[config.mk]
export PLATFORM = sky130hd
export DESIGN_NAME = scoreboard_ctrl
export DESIGN_NICKNAME = d
export VERILOG_FILES = /design/src/rtl/scoreboard_pkg.sv /design/src/rtl/scoreboard_ctrl_edge_detect.sv /design/src/rtl/scoreboard_ctrl.sv
export SDC_FILE = /design/constraint.sdc
export NUM_CORES = 1
export LEC_CHECK = 0
export BUFFER_PORTS_ARGS = -buffer_cell sky130_fd_sc_hd__buf_4
export CORE_UTILIZATION = 45
export CTS_CLUSTER_DIAMETER = 150
export DETAILED_ROUTE_END_ITERATION = 6
export HOLD_SLACK_MARGIN = 0.15
export PLACE_DENSITY_LB_ADDON = 0.12
export SLEW_MARGIN = 20
export SYNTH_ARGS = -nofsm -noshare
export SYNTH_HDL_FRONTEND = slang
export SYNTH_SLANG_ARGS = --single-unit
[constraint.sdc]
create_clock -name clk -period 3.6 [get_ports clk]
set_input_delay 0.72 -clock clk [delete_from_list [all_inputs] [get_ports clk]]
set_output_delay 0.72 -clock clk [all_outputs]
set_load 0.05 [all_outputs]
[src/rtl/scoreboard_pkg.sv]
// Shared definitions for the scoreboard controller.
//   state_e      : controller state encoding (also driven on the state output)
//   PTS_*        : point values carried by the add buttons
//   BTN_*        : bit positions of the buttons in the edge-detected vector
//   pick_points  : resolves simultaneous add edges to a single point value
package scoreboard_pkg;

   typedef enum logic [2:0] {
      ST_IDLE  = 3'd0,
      ST_RUN   = 3'd1,
      ST_PAUSE = 3'd2,
      ST_VIOL  = 3'd3,
      ST_END   = 3'd4
   } state_e;

   localparam logic [1:0] PTS_1 = 2'd1;
   localparam logic [1:0] PTS_2 = 2'd2;
   localparam logic [1:0] PTS_3 = 2'd3;

   localparam int BTN_ADD_1 = 0;
   localparam int BTN_ADD_2 = 1;
   localparam int BTN_ADD_3 = 2;
   localparam int BTN_UNDO  = 3;

   // Lowest point value wins when several add buttons rise together.
   // Returns 0 when no add edge is present.
   function automatic logic [1:0] pick_points(input logic [2:0] add_rise);
      if (add_rise[BTN_ADD_1])
         return PTS_1;
      else if (add_rise[BTN_ADD_2])
         return PTS_2;
      else if (add_rise[BTN_ADD_3])
         return PTS_3;
      else
         return 2'd0;
   endfunction

endpackage

[src/rtl/scoreboard_ctrl_edge_detect.sv]
// Rising-edge detector for a vector of level inputs.
//   clk    : system clock
//   rst    : synchronous active-high reset, clears the history to 0
//   sig_in : level inputs
//   rise   : one-cycle pulse per bit when that bit goes 0 -> 1
// A level that is already high when reset releases produces one pulse,
// because the history restarts at 0.
module edge_detect #(
   parameter int WIDTH = 1
) (
   input  logic             clk,
   input  logic             rst,
   input  logic [WIDTH-1:0] sig_in,
   output logic [WIDTH-1:0] rise
);

   logic [WIDTH-1:0] hist_q;
   logic [WIDTH-1:0] hist_d;

   always_comb hist_d = sig_in;

   always_ff @(posedge clk) begin
      if (rst)
         hist_q <= '0;
      else
         hist_q <= hist_d;
   end

   assign rise = sig_in & ~hist_q;

endmodule

[src/rtl/scoreboard_ctrl.sv]
// Game scoreboard controller: game clock, shot clock, per-team scores with
// a one-deep undo, and a buzzer for shot violations / end of game.
//   clk, rst        : system clock, synchronous active-high reset
//   tick_1hz        : one-cycle 1 Hz enable
//   run             : game running level
//   poss            : per-team possession switches (rising edge reloads shot clock)
//   add_1/2/3, undo : debounced score buttons (rising edge acts)
//   team_sel        : team receiving score / undo
//   shot_rst        : rising edge reloads shot clock
//   score           : team i score in bits [i*SW +: SW]
//   shot_clock, game_clock, state, buzzer : registered status outputs
//
// state    | meaning
// ---------+-----------------------------------------------------------
// ST_IDLE  | after reset, waiting for run
// ST_RUN   | clocks count on tick_1hz
// ST_PAUSE | clocks stopped, run resumes
// ST_VIOL  | shot clock expired, frozen until a reload event
// ST_END   | game clock expired, everything frozen until reset
module scoreboard_ctrl
   import scoreboard_pkg::*;
#(
   parameter  int NUM_TEAMS = 2,
   parameter  int SCORE_MAX = 99,
   parameter  int SHOT_SEC  = 24,
   parameter  int GAME_SEC  = 600,
   localparam int SW = $clog2(SCORE_MAX + 1),
   localparam int CW = $clog2(SHOT_SEC + 1),
   localparam int GW = $clog2(GAME_SEC + 1),
   localparam int TW = (NUM_TEAMS > 2) ? $clog2(NUM_TEAMS) : 1
) (
   input  logic                    clk,
   input  logic                    rst,
   input  logic                    tick_1hz,
   input  logic                    run,
   input  logic [NUM_TEAMS-1:0]    poss,
   input  logic                    add_1,
   input  logic                    add_2,
   input  logic                    add_3,
   input  logic                    undo,
   input  logic [TW-1:0]           team_sel,
   input  logic                    shot_rst,
   output logic [NUM_TEAMS*SW-1:0] score,
   output logic [CW-1:0]           shot_clock,
   output logic [GW-1:0]           game_clock,
   output logic [2:0]              state,
   output logic                    buzzer
);

   state_e          state_q, state_d;
   logic [SW-1:0]   score_q [NUM_TEAMS];
   logic [SW-1:0]   score_d [NUM_TEAMS];
   logic [CW-1:0]   shot_q, shot_d;
   logic [GW-1:0]   game_q, game_d;
   logic            buzzer_q, buzzer_d;
   logic            undo_vld_q, undo_vld_d;
   logic [TW-1:0]   undo_team_q, undo_team_d;
   logic [1:0]      undo_delta_q, undo_delta_d;

   logic [3:0]           btn_rise;
   logic [NUM_TEAMS-1:0] poss_rise;
   logic                 shot_rst_rise;

   edge_detect #(.WIDTH(4)) u_edge_btn (
      .clk    (clk),
      .rst    (rst),
      .sig_in ({undo, add_3, add_2, add_1}),
      .rise   (btn_rise)
   );

   edge_detect #(.WIDTH(NUM_TEAMS)) u_edge_poss (
      .clk    (clk),
      .rst    (rst),
      .sig_in (poss),
      .rise   (poss_rise)
   );

   edge_detect #(.WIDTH(1)) u_edge_shot_rst (
      .clk    (clk),
      .rst    (rst),
      .sig_in (shot_rst),
      .rise   (shot_rst_rise)
   );

   // ---------------- clocks and state ----------------
   logic reload;
   logic shot_dec;
   logic game_last;
   logic shot_last;

   always_comb begin
      reload    = (|poss_rise) | shot_rst_rise;
      // A reload in the same cycle as a tick wins, so the decrement is suppressed.
      shot_dec  = tick_1hz & (|poss) & ~reload & (shot_q != '0);
      game_last = tick_1hz & (game_q <= GW'(1));
      shot_last = shot_dec & (shot_q == CW'(1));

      state_d = state_q;
      shot_d  = shot_q;
      game_d  = game_q;

      unique case (state_q)
         ST_IDLE: begin
            if (run) state_d = ST_RUN;
         end
         ST_RUN: begin
            if (tick_1hz && (game_q != '0)) game_d = game_q - GW'(1);
            if (shot_dec)                   shot_d = shot_q - CW'(1);
            // Game expiry outranks a shot violation on the same tick.
            if (game_last)
               state_d = ST_END;
            else if (shot_last)
               state_d = ST_VIOL;
            else if (!run)
               state_d = ST_PAUSE;
         end
         ST_PAUSE: begin
            if (run) state_d = ST_RUN;
         end
         ST_VIOL: begin
            if (reload) state_d = ST_PAUSE;
         end
         ST_END: begin
         end
         default: state_d = ST_IDLE;
      endcase

      if (reload && (state_q != ST_END)) shot_d = CW'(SHOT_SEC);

      buzzer_d = (state_d == ST_VIOL) || (state_d == ST_END);
   end

   // ---------------- scoring and undo ----------------
   logic          team_ok;
   logic [1:0]    pts;
   logic [SW-1:0] cur_score;
   logic [SW-1:0] cur_undo_score;
   logic [SW:0]   sum;
   logic [SW-1:0] new_score;
   logic [SW-1:0] undo_score;

   always_comb begin
      score_d      = score_q;
      undo_vld_d   = undo_vld_q;
      undo_team_d  = undo_team_q;
      undo_delta_d = undo_delta_q;

      team_ok = ({1'b0, team_sel} < (TW + 1)'(NUM_TEAMS));
      pts     = pick_points(btn_rise[2:0]);

      cur_score      = '0;
      cur_undo_score = '0;
      for (int i = 0; i < NUM_TEAMS; i++) begin
         if (TW'(i) == team_sel)    cur_score      = score_q[i];
         if (TW'(i) == undo_team_q) cur_undo_score = score_q[i];
      end

      sum       = {1'b0, cur_score} + (SW + 1)'(pts);
      new_score = (sum > (SW + 1)'(SCORE_MAX)) ? SW'(SCORE_MAX) : sum[SW-1:0];
      undo_score = (cur_undo_score > SW'(undo_delta_q)) ?
                   (cur_undo_score - SW'(undo_delta_q)) : '0;

      // An invalid team_sel blocks undo too, even though undo targets the recorded team.
      if ((state_q != ST_END) && team_ok) begin
         if (pts != 2'd0) begin
            for (int i = 0; i < NUM_TEAMS; i++)
               if (TW'(i) == team_sel) score_d[i] = new_score;
            // Record what was actually added, which is less than pts near saturation.
            undo_vld_d   = 1'b1;
            undo_team_d  = team_sel;
            undo_delta_d = 2'(new_score - cur_score);
         end else if (btn_rise[BTN_UNDO] && undo_vld_q) begin
            for (int i = 0; i < NUM_TEAMS; i++)
               if (TW'(i) == undo_team_q) score_d[i] = undo_score;
            undo_vld_d = 1'b0;
         end
      end
   end

   always_ff @(posedge clk) begin
      if (rst) begin
         state_q      <= ST_IDLE;
         shot_q       <= CW'(SHOT_SEC);
         game_q       <= GW'(GAME_SEC);
         buzzer_q     <= 1'b0;
         undo_vld_q   <= 1'b0;
         undo_team_q  <= '0;
         undo_delta_q <= '0;
         for (int i = 0; i < NUM_TEAMS; i++) score_q[i] <= '0;
      end else begin
         state_q      <= state_d;
         shot_q       <= shot_d;
         game_q       <= game_d;
         buzzer_q     <= buzzer_d;
         undo_vld_q   <= undo_vld_d;
         undo_team_q  <= undo_team_d;
         undo_delta_q <= undo_delta_d;
         score_q      <= score_d;
      end
   end

   for (genvar g = 0; g < NUM_TEAMS; g++) begin : g_score
      assign score[g*SW +: SW] = score_q[g];
   end

   assign state      = state_q;
   assign shot_clock = shot_q;
   assign game_clock = game_q;
   assign buzzer     = buzzer_q;

endmodule

==> reports/metrics.yaml, run 1 <==
initial_utilization: 0.478
cp_num_buf_inv: 1
post_cts_buffers: 0
synth_edf_count: 0
min_from: "undo_vld_q$_SDFFE_PP0P_"
place_congestion: 0.902
syn_area_sq_um: 2680
coreArea_sq_um: 5610
synth_area_leaders: "dfxtp_1 33%, mux2i_1 6.3%, ha_1 5.1%"
yosysWarnings: 0
status: "finished clean"
fin_crit_ns: 3.28
seq_area_sq_um: 881
worstSkewPairLatency_ns: 0.30
maxCapViolCount: 0
htree_levels: 2
hp-class: "flip-flop to flip-flop"
cts.clk_slew.worst_paths_ns: 0.08
wirelength_um: 6440
relSlewSlack: 0.513
wl_met3_um: 248
synth_seq_area_share: 0.329
synthToLayoutAreaGrowth_pct: 22.9
min_path_cells: 2
clock_sinks: 44
antenna_found_initial: 0
finalCritPeriodShare: 0.911
cts_buffer_depth: 2
r2r_end: "undo_delta_q[1]$_SDFFE_PP0P_"
yosysUniqueCellTypes: 56
numCtsBuffers: 5
final_area_sq_um: 3290
top_layer: "met4"
dp_cells: 422
p_per_area_nw_per_um2: 443
crit_path_top_delay_cell: "or4_1"
overflow: 0
ant_nets: 0
cellLeakagePower_nw: 1.33
drive_above_1_share: 0.235
grt_setup_unrepaired: "false"
synth_nets: 330
crit_required_ns: 3.82
dr.pass1.iters: 4
synth_cells: 305
synth_commonest_cells: "44 x dfxtp_1, 33 x nor2_1, 21 x nand2_1"
final_cells: 430
worstReg2RegStart: "u_edge_btn.hist_q[1]$_SDFF_PP0_"
wl_per_cell_um: 15.0
grt_pass1_vias: 2313
dr_wl_met2_um: 2900
fillers: 545
die_h_um: 79.2
layout.nets: 382
tightest_slew_ns: 0.729
setup_viol_count_final: 0
r2r_cells: 16
rows: 27
diodes: 0
cts_tree: "built"
grt_util_all_layers: 0.226
grt_start_max_net_pins: 34
setup_tns_ns: 0
yosysTopAreaCell: "dfxtp_1"
cts_root_buf: "clkbuf_8"
total_power_mw: 1.46
finClkSkew_ns: 0.00914
path_cells: "buf_4, mux2_2, ha_1, fa_2, nand4b_1, a21oi_2, o22ai_2, a31oi_2, nor2_1, nor2_1, ha_1, xor2_1, nand2_1, or4_1, o211ai_1"
fmax_ghz: 0.305
startpoint_type: "input port"
synth-seq-cells: 44
io_pins: 45
synth_most_common_cell: "dfxtp_1"
worstHoldEndpoint: "undo_vld_q$_SDFFE_PP0P_"
hold_viol_final: 0
met1_length_um: 3170
ir_drop_mv: 0.287
io_buffers: 44
worstSetupPathType: "input port to flip-flop"
drt_iter0_drc: 118
ys.flop_type: "dfxtp_1"
critPathMaxStageDelay_ns: 0.41
die_x_um: 79.2
drc: 0
place_hpwl_um: 4650
crit_family: "simple AND/OR/NAND/NOR gates"
crit_path_end_kind: "flip-flop"
synth_top_area_share: 0.329
r2r_slack_ns: 0.57
hold_buffers: 0
placed_area_sq_um: 3140
synth.avg_cell_area_sq_um: 8.79
slew_viol_final: 0
dieArea_sq_um: 6270
arrival_ns: 3.50
route.vias.total: 2424
critPathMaxFanout: 5
cts_resized: 0
multi_input_area_sq_um: 1680
viasPerCell: 5.64
grt_pass1_wl_um: 11100
synth-async-reset-ratio: 0
report_power, final:
group / switching (mW) / internal (mW)
Combinational: 0.234 / 0.157
Sequential: 0.0321 / 0.514
Clock: 0.177 / 0.347
routing by layer:
layer,track usage,vias up
met2,0.361,50
met5,0,-
met3,0.0402,12
met4,0.0782,0
met1,0.304,1144
li1,-,1218
through the flow:
| step | hold WS (ns) | worst slack, ns | util |
|---|---|---|---|
| after floorplan | 0.457 | 0.0360 | - |
| after global placement | 0.468 | 0.158 | 0.559 |
| after detailed placement | 0.495 | 0.0529 | 0.559 |
| after CTS | 0.518 | 0.356 | 0.587 |
| after global routing | 0.547 | 0.116 | 0.587 |
| final | 0.514 | 0.321 | 0.587 |
worst register-to-register path, delay by kind of cell (launching register included):
family | cells | cell delay, ns
compound gates | 5 | 0.79
xor+xnor | 1 | 0.22
fa+ha+maj | 3 | 0.65
buf+inv | 1 | 0.05
flops | 1 | 0.30
simple gates | 6 | 0.95
cells by family after synthesis:
kind of cell,count (synthesis),synth area share
xor+xnor,17,0.0555
simple gates,110,0.214
compound gates,66,0.187
flops,44,0.329
mux,26,0.103
fa+ha+maj,13,0.0663
buf+inv,29,0.0457
how the worst max path moves through the flow:
| stage | slack, ns | to | start | cells past startpoint |
|---|---|---|---|---|
| 2_1_floorplan | 0.04 | undo_delta_q[1]$_SDFFE_PP0P_ | team_sel | 16 |
| 3_3_place_gp | 0.16 | undo_delta_q[1]$_SDFFE_PP0P_ | team_sel | 15 |
| 3_5_place_dp | 0.05 | undo_delta_q[1]$_SDFFE_PP0P_ | team_sel | 15 |
| 4_1_cts | 0.36 | undo_delta_q[1]$_SDFFE_PP0P_ | team_sel | 15 |
| 5_1_grt | 0.12 | undo_delta_q[1]$_SDFFE_PP0P_ | add_2 | 17 |
| 6_report | 0.32 | undo_delta_q[1]$_SDFFE_PP0P_ | team_sel | 15 |
flip-flops by register name, summed over array words and instances (netlist names), 2 cells and up:
register,flops
score,14
game_clock,10
shot_clock,5
u_edge_btn.hist_q,4
state,3
u_edge_poss.hist_q,2
undo_delta_q,2
placed cells by master, fill, tap and decap left out, types with 3 or more instances in the layout:
cell,synthesis,routed
a211oi_1,6,6
or4_1,3,3
nand2b_1,4,4
nand3_1,5,5
nor3b_1,3,3
dfxtp_1,44,44
ha_1,11,11
xor2_1,6,6
mux2i_1,17,17
and3_1,6,6
a31oi_1,4,4
inv_1,19,19
bufinv_16,0,3
nand4_1,4,4
nor2_1,33,33
xnor2_1,11,11
buf_4,0,55
mux2_2,7,7
clkbuf_8,0,5
a21oi_1,13,13
nor3_1,9,9
o21ai_0,9,9
nor2b_1,6,6
o32ai_1,3,3
nand2_1,21,21
final cells by class:
class	count	area share
well taps	72	0.0273
repair buffers	55	0.125
inverters	19	0.0216
clock buffers	5	0.0209
clock inverters	3	0.0273
flip-flops and latches	44	0.267
multi-input cells	232	0.510
No activity file was read; power rests on OpenSTA's default activity.
==> run 2, diff against run 1 <==
--- a/config.mk
+++ b/config.mk
@@ -6,9 +6,11 @@
 export NUM_CORES = 1
 export LEC_CHECK = 0
 export BUFFER_PORTS_ARGS = -buffer_cell sky130_fd_sc_hd__buf_4
+export CORE_MARGIN = 2
 export CORE_UTILIZATION = 45
 export CTS_CLUSTER_DIAMETER = 150
 export DETAILED_ROUTE_END_ITERATION = 6
+export GPL_TIMING_DRIVEN = 0
 export HOLD_SLACK_MARGIN = 0.15
 export PLACE_DENSITY_LB_ADDON = 0.12
 export SLEW_MARGIN = 20
==> run 2 against run 1 <==
- worst setup slack worse by 0.076 ns
- clock skew down 0.00051 ns
- sequential share of layout area about the same
- non-clock buffer count up 4
- largest cell class unchanged
==> reports/metrics.yaml, run 2 (synthesis results as in run 1) <==
setup_viol_count_final: 0
viasPerCell: 5.60
p_seq_frac: 0.426
fin_crit_ns: 3.35
grt_pass1_wl_um: 11200
antenna_found_initial: 0
p_per_area_nw_per_um2: 390
grt_start_max_net_pins: 14
utilization: 0.562
setup_tns_ns: 0
critPathMaxFanout: 16
cts_tree: "built"
layout_commonest_cell: "buf_4"
grt_setup_unrepaired: "false"
diodes: 0
crit_path_top_delay_cell: "or4_1"
slew_viol_final: 0
io_buffers: 43
r2r_end: "undo_delta_q[1]$_SDFFE_PP0P_"
crit_path_end_kind: "flip-flop"
crit_required_ns: 3.83
cts.clk_slew.worst_paths_ns: 0.09
route.vias.total: 2448
status: "finished clean"
initial_utilization: 0.458
crit_family: "simple AND/OR/NAND/NOR gates"
ir_drop_mv: 0.182
synthToLayoutAreaGrowth_pct: 22.7
overflow: 0
htree_levels: 2
layout.nets: 386
drc: 0
cts_buffer_depth: 2
min_path_cells: 2
cp_common_cell: "nor2_1"
clock_sinks: 44
wl_per_cell_um: 15.8
fillers: 560
startpoint_type: "input port"
coreArea_sq_um: 5850
combPwrFrac: 0.311
die_x_um: 81.2
grt_util_all_layers: 0.219
fmax_ghz: 0.298
drive_above_1_share: 0.249
critPathMaxStageDelay_ns: 0.41
arrival_ns: 3.59
maxCapViolCount: 0
final_cell_mix: "50 x buf_4, 44 x dfxtp_1, 32 x nor2_1, 21 x nand2_1, 19 x inv_1"
hp-class: "flip-flop to flip-flop"
r2r_cells: 15
tightest_slew_ns: 0.724
worstHoldEndpoint: "undo_vld_q$_SDFFE_PP0P_"
grt_pass1_vias: 2267
p_clk_frac: 0.263
place_congestion: 0.861
cellLeakagePower_nw: 1.31
crit_cells: 16
finClkSkew_ns: 0.00863
power_switching_uw: 455
io_pins: 45
min_from: "undo_vld_q$_SDFFE_PP0P_"
r2r_slack_ns: 0.45
die_h_um: 81.2
dieArea_sq_um: 6590
place_hpwl_um: 4910
rows: 28
ant_nets: 0
relSlewSlack: 0.516
finalCritPeriodShare: 0.932
switching_share: 0.354
wirelength_um: 6900
worstSetupPathType: "input port to flip-flop"
drt_iter0_drc: 124
worstReg2RegStart: "u_edge_btn.hist_q[2]$_SDFF_PP0_"
total_power_mw: 1.28
numCtsBuffers: 5
hold_viol_final: 0
p_int_uw: 829
worstSkewPairLatency_ns: 0.30
dr.pass1.iters: 4
cts_root_buf: "clkbuf_8"
whs_ns: 0.504
hold_buffers: 0
path_cells: "buf_6, mux2_2, ha_2, fa_2, buf_4, inv_1, nor2_1, nand4_1, nand3_2, nor2_2, nor2_1, ha_1, xor2_1, nand2_1, or4_1, o211ai_1"
largest_reg_flops: 14
cp_num_buf_inv: 3
-- run 2: cell count changes in the layout (fill, tap and decap cells not counted), sizes merged --
cell and delta:
clkinvlp +1, bufinv -3, clkbuf +6
-- run 2: cell type report --
class	count	area, sq um	area share
inverter	19	71.3	0.0217
tap	75	93.8	0.0285
sequential	44	881	0.268
multi-input combinational	232	1730	0.525
clock buffer	7	86.3	0.0262
timing repair buffer	50	375	0.114
clock inverter	1	7.51	0.00228
buffer	9	46.3	0.0141
-- run 2: routing by layer --
layer  track usage  vias to the layer above  routed length [um]
met5             0                        -                   0
met3        0.0311                        8                 316
li1              -                     1224                   -
met1         0.299                     1152                3290
met2         0.352                       64                3220
met4        0.0780                        0                  74
-- run 2: through the flow --
stage	cells	cell area, sq um	setup WS (ns)
2_1_floorplan	305	2690	0.0360
3_3_place_gp	423	3100	-0.389
3_5_place_dp	423	3100	-0.371
4_1_cts	431	3210	0.00560
5_1_grt	437	3290	0.0234
6_report	437	3290	0.245
-- run 2: timing repair --
| item | in CTS | in global routing |
|---|---|---|
| setup endpoints to repair | 1 | 1 |
| buffers inserted | 0 | 7 |
| hold endpoints to repair | 0 | 0 |
| pin swaps | 0 | 4 |
| resized for setup | 2 | 9 |
-- run 2: power by group through the flow --
stage / logic [mW] / clock network (mW) / registers, mW
after floorplan: 0.232 / 0 / 0.605
after global placement: 0.379 / 0 / 0.556
after detailed placement: 0.382 / 0 / 0.555
after CTS: 0.385 / 0.344 / 0.545
after global routing: 0.441 / 0.368 / 0.551
final: 0.399 / 0.338 / 0.546
-- run 2: worst max path at each step --
| stage | to | from | slack, ns |
|---|---|---|---|
| global route | undo_delta_q[1]$_SDFFE_PP0P_ | team_sel | 0.02 |
| CTS | undo_delta_q[1]$_SDFFE_PP0P_ | team_sel | 0.006 |
| global placement | undo_delta_q[1]$_SDFFE_PP0P_ | team_sel | -0.39 |
| detailed placement | undo_delta_q[1]$_SDFFE_PP0P_ | team_sel | -0.37 |
| floorplan | undo_delta_q[1]$_SDFFE_PP0P_ | team_sel | 0.04 |
| finish | undo_delta_q[1]$_SDFFE_PP0P_ | team_sel | 0.25 |
-- run 2: worst min-delay path, cell delays in order, from the launching register on --
cell and delay (ns):
dfxtp_1 0.34, a21oi_1 0.06, nor2_1 0.07
==> run 3, diff against run 2 <==
--- a/config.mk
+++ b/config.mk
@@ -6,8 +6,9 @@
 export NUM_CORES = 1
 export LEC_CHECK = 0
 export BUFFER_PORTS_ARGS = -buffer_cell sky130_fd_sc_hd__buf_4
-export CORE_MARGIN = 2
-export CORE_UTILIZATION = 45
+export CELL_PAD_IN_SITES_DETAIL_PLACEMENT = 0
+export CELL_PAD_IN_SITES_GLOBAL_PLACEMENT = 2
+export CORE_UTILIZATION = 31
 export CTS_CLUSTER_DIAMETER = 150
 export DETAILED_ROUTE_END_ITERATION = 6
 export GPL_TIMING_DRIVEN = 0
==> run 3 against run 2 <==
- worst hold slack gained 0.0046 ns
- first-iteration DRC count decreased by 39%
- clock-buffer cell count fell by 2
- sequential power about the same
- via count shrank 1.3%
- critical endpoint unchanged
==> reports/metrics.yaml, run 3 (synthesis results as in run 1) <==
status: "finished clean"
tightest_slew_ns: 0.780
die_h_um: 95
route.vias.total: 2417
fin_crit_ns: 3.45
io_pins: 45
cp_num_buf_inv: 2
antenna_found_initial: 0
io_buffers: 43
critPathMaxStageDelay_ns: 0.41
cts_buffer_depth: 2
p_seq_frac: 0.405
path_cells: "buf_6, mux2_2, ha_2, fa_2, nand4b_1, a21oi_2, buf_4, a31oi_4, nor2_2, nor2_1, ha_1, xor2_1, nand2_1, or4_1, o211ai_1"
initial_utilization: 0.323
startpoint_type: "input port"
cts_root_buf: "clkbuf_8"
largest_reg_flops: 14
dp_cells: 453
crit_required_ns: 3.83
dr.pass1.iters: 4
hp-class: "flip-flop to flip-flop"
grt_pass1_vias: 2310
layout_commonest_cell: "buf_4"
cellLeakagePower_nw: 1.31
p_clk_frac: 0.295
gr-usage-met2: 0.275
rows: 33
combPwrFrac: 0.300
place_hpwl_um: 5520
final_cells: 465
viasPerCell: 5.20
maxCapViolCount: 0
relSlewSlack: 0.477
worstReg2RegStart: "u_edge_btn.hist_q[1]$_SDFF_PP0_"
crit_start: "team_sel"
grt_start_max_net_pins: 17
critPathMaxFanout: 16
drive_above_1_share: 0.242
setup_viol_count_final: 0
cts_tree: "built"
ant_nets: 0
place_congestion: 0.831
worstSkewPairLatency_ns: 0.31
finClkSkew_ns: 0.00744
final_cell_mix: "48 x buf_4, 44 x dfxtp_1, 32 x nor2_1, 21 x nand2_1, 19 x inv_1"
power_switching_uw: 473
wl_per_cell_um: 16.3
min_from: "game_clock[3]$_SDFFE_PP1P_"
ir_drop_mv: 0.157
hold_viol_final: 0
p_per_area_nw_per_um2: 407
worstSetupPathType: "input port to flip-flop"
cts.clk_slew.worst_paths_ns: 0.09
switching_share: 0.350
htree_levels: 2
layout.nets: 384
clock_sinks: 44
grt_util_all_layers: 0.176
finalCritPeriodShare: 0.959
numCtsBuffers: 5
grt_setup_unrepaired: "false"
slew_viol_final: 0
crit_path_top_delay_cell: "fa_2"
coreArea_sq_um: 8300
wirelength_um: 7560
use_met3: 0.0338
fmax_ghz: 0.290
overflow: 0
die_x_um: 95
p_int_uw: 876
dieArea_sq_um: 9030
synthToLayoutAreaGrowth_pct: 23.8
drc: 0
diodes: 0
crit_path_end_kind: "flip-flop"
arrival_ns: 3.68
total_power_mw: 1.35
crit_family: "simple AND/OR/NAND/NOR gates"
grt_pass1_wl_um: 12200
drt_iter0_drc: 76
busiest_layer: "met2"
met1_usage: 0.252
==> run 3: cell types whose count changed in the layout (fill, tap and decap cells not counted), sizes merged <==
| cell | change |
|---|---|
| clkbuf | -2 |
| clkinv | +1 |
| buf | -2 |
| bufinv | +1 |
==> run 3: per-layer routing <==
metal,part of all wire,routed length [um]
met1,0.48,3650
met2,0.45,3410
met3,0.056,421
met4,0.0099,75
met5,0,0
==> run 3: metrics by stage <==
stage | utilization | cell area, sq um | hold WS, ns | TNS [ns] | setup WS [ns]
after global placement | 0.378 | 3140 | 0.469 | -0.574 | -0.517
final | 0.400 | 3320 | 0.508 | 0 | 0.146
after floorplan | - | 2690 | 0.457 | 0 | 0.0360
after CTS | 0.398 | 3300 | 0.512 | 0 | 0.105
after global routing | 0.400 | 3320 | 0.542 | 0 | 0.00356
after detailed placement | 0.378 | 3140 | 0.481 | -0.661 | -0.551
==> run 3: path summary, 6_finish.rpt <==
check	end	slack, ns	depth (start not counted)
hold / removal	game_clock[3]$_SDFFE_PP1P_	0.51	2
setup / recovery	undo_delta_q[1]$_SDFFE_PP0P_	0.15	15
hold reg to reg	game_clock[3]$_SDFFE_PP1P_	0.51	2
setup reg to reg	undo_delta_q[1]$_SDFFE_PP0P_	0.40	16
==> run 3: worst min-delay path: cells and delay by family, from the launching register on <==
kind          cells  cell delay [ns]
flops             1             0.34
simple gates      2             0.12
==> run 3: what timing repair did <==
| item | 4_1_cts | 5_1_grt |
|---|---|---|
| setup endpoints to repair | 1 | 1 |
| hold buffers | 0 | 0 |
| pin swaps | 2 | 3 |
| resized for setup | 6 | 2 |
| hold endpoints to repair | 0 | 0 |
| buffers inserted | 3 | 2 |
| cloned | 0 | 0 |
==> run 3: power groups by stage <==
stage                     sequential (mW)  clock, mW  combinational, mW
final                               0.546      0.398              0.405
after global routing                0.552      0.429              0.442
after CTS                           0.547      0.412              0.403
after detailed placement            0.558          0              0.393
after global placement              0.558          0              0.393
after floorplan                     0.605          0              0.232
==> run 3: cell type report <==
cell class	instances	area, sq um
timing repair buffer	48	360
clock buffer	5	68.8
inverter	19	71.3
multi-input combinational	232	1720
tap	105	131
clock inverter	3	42.5
sequential	44	881
fill	881	4980
buffer	9	46.3
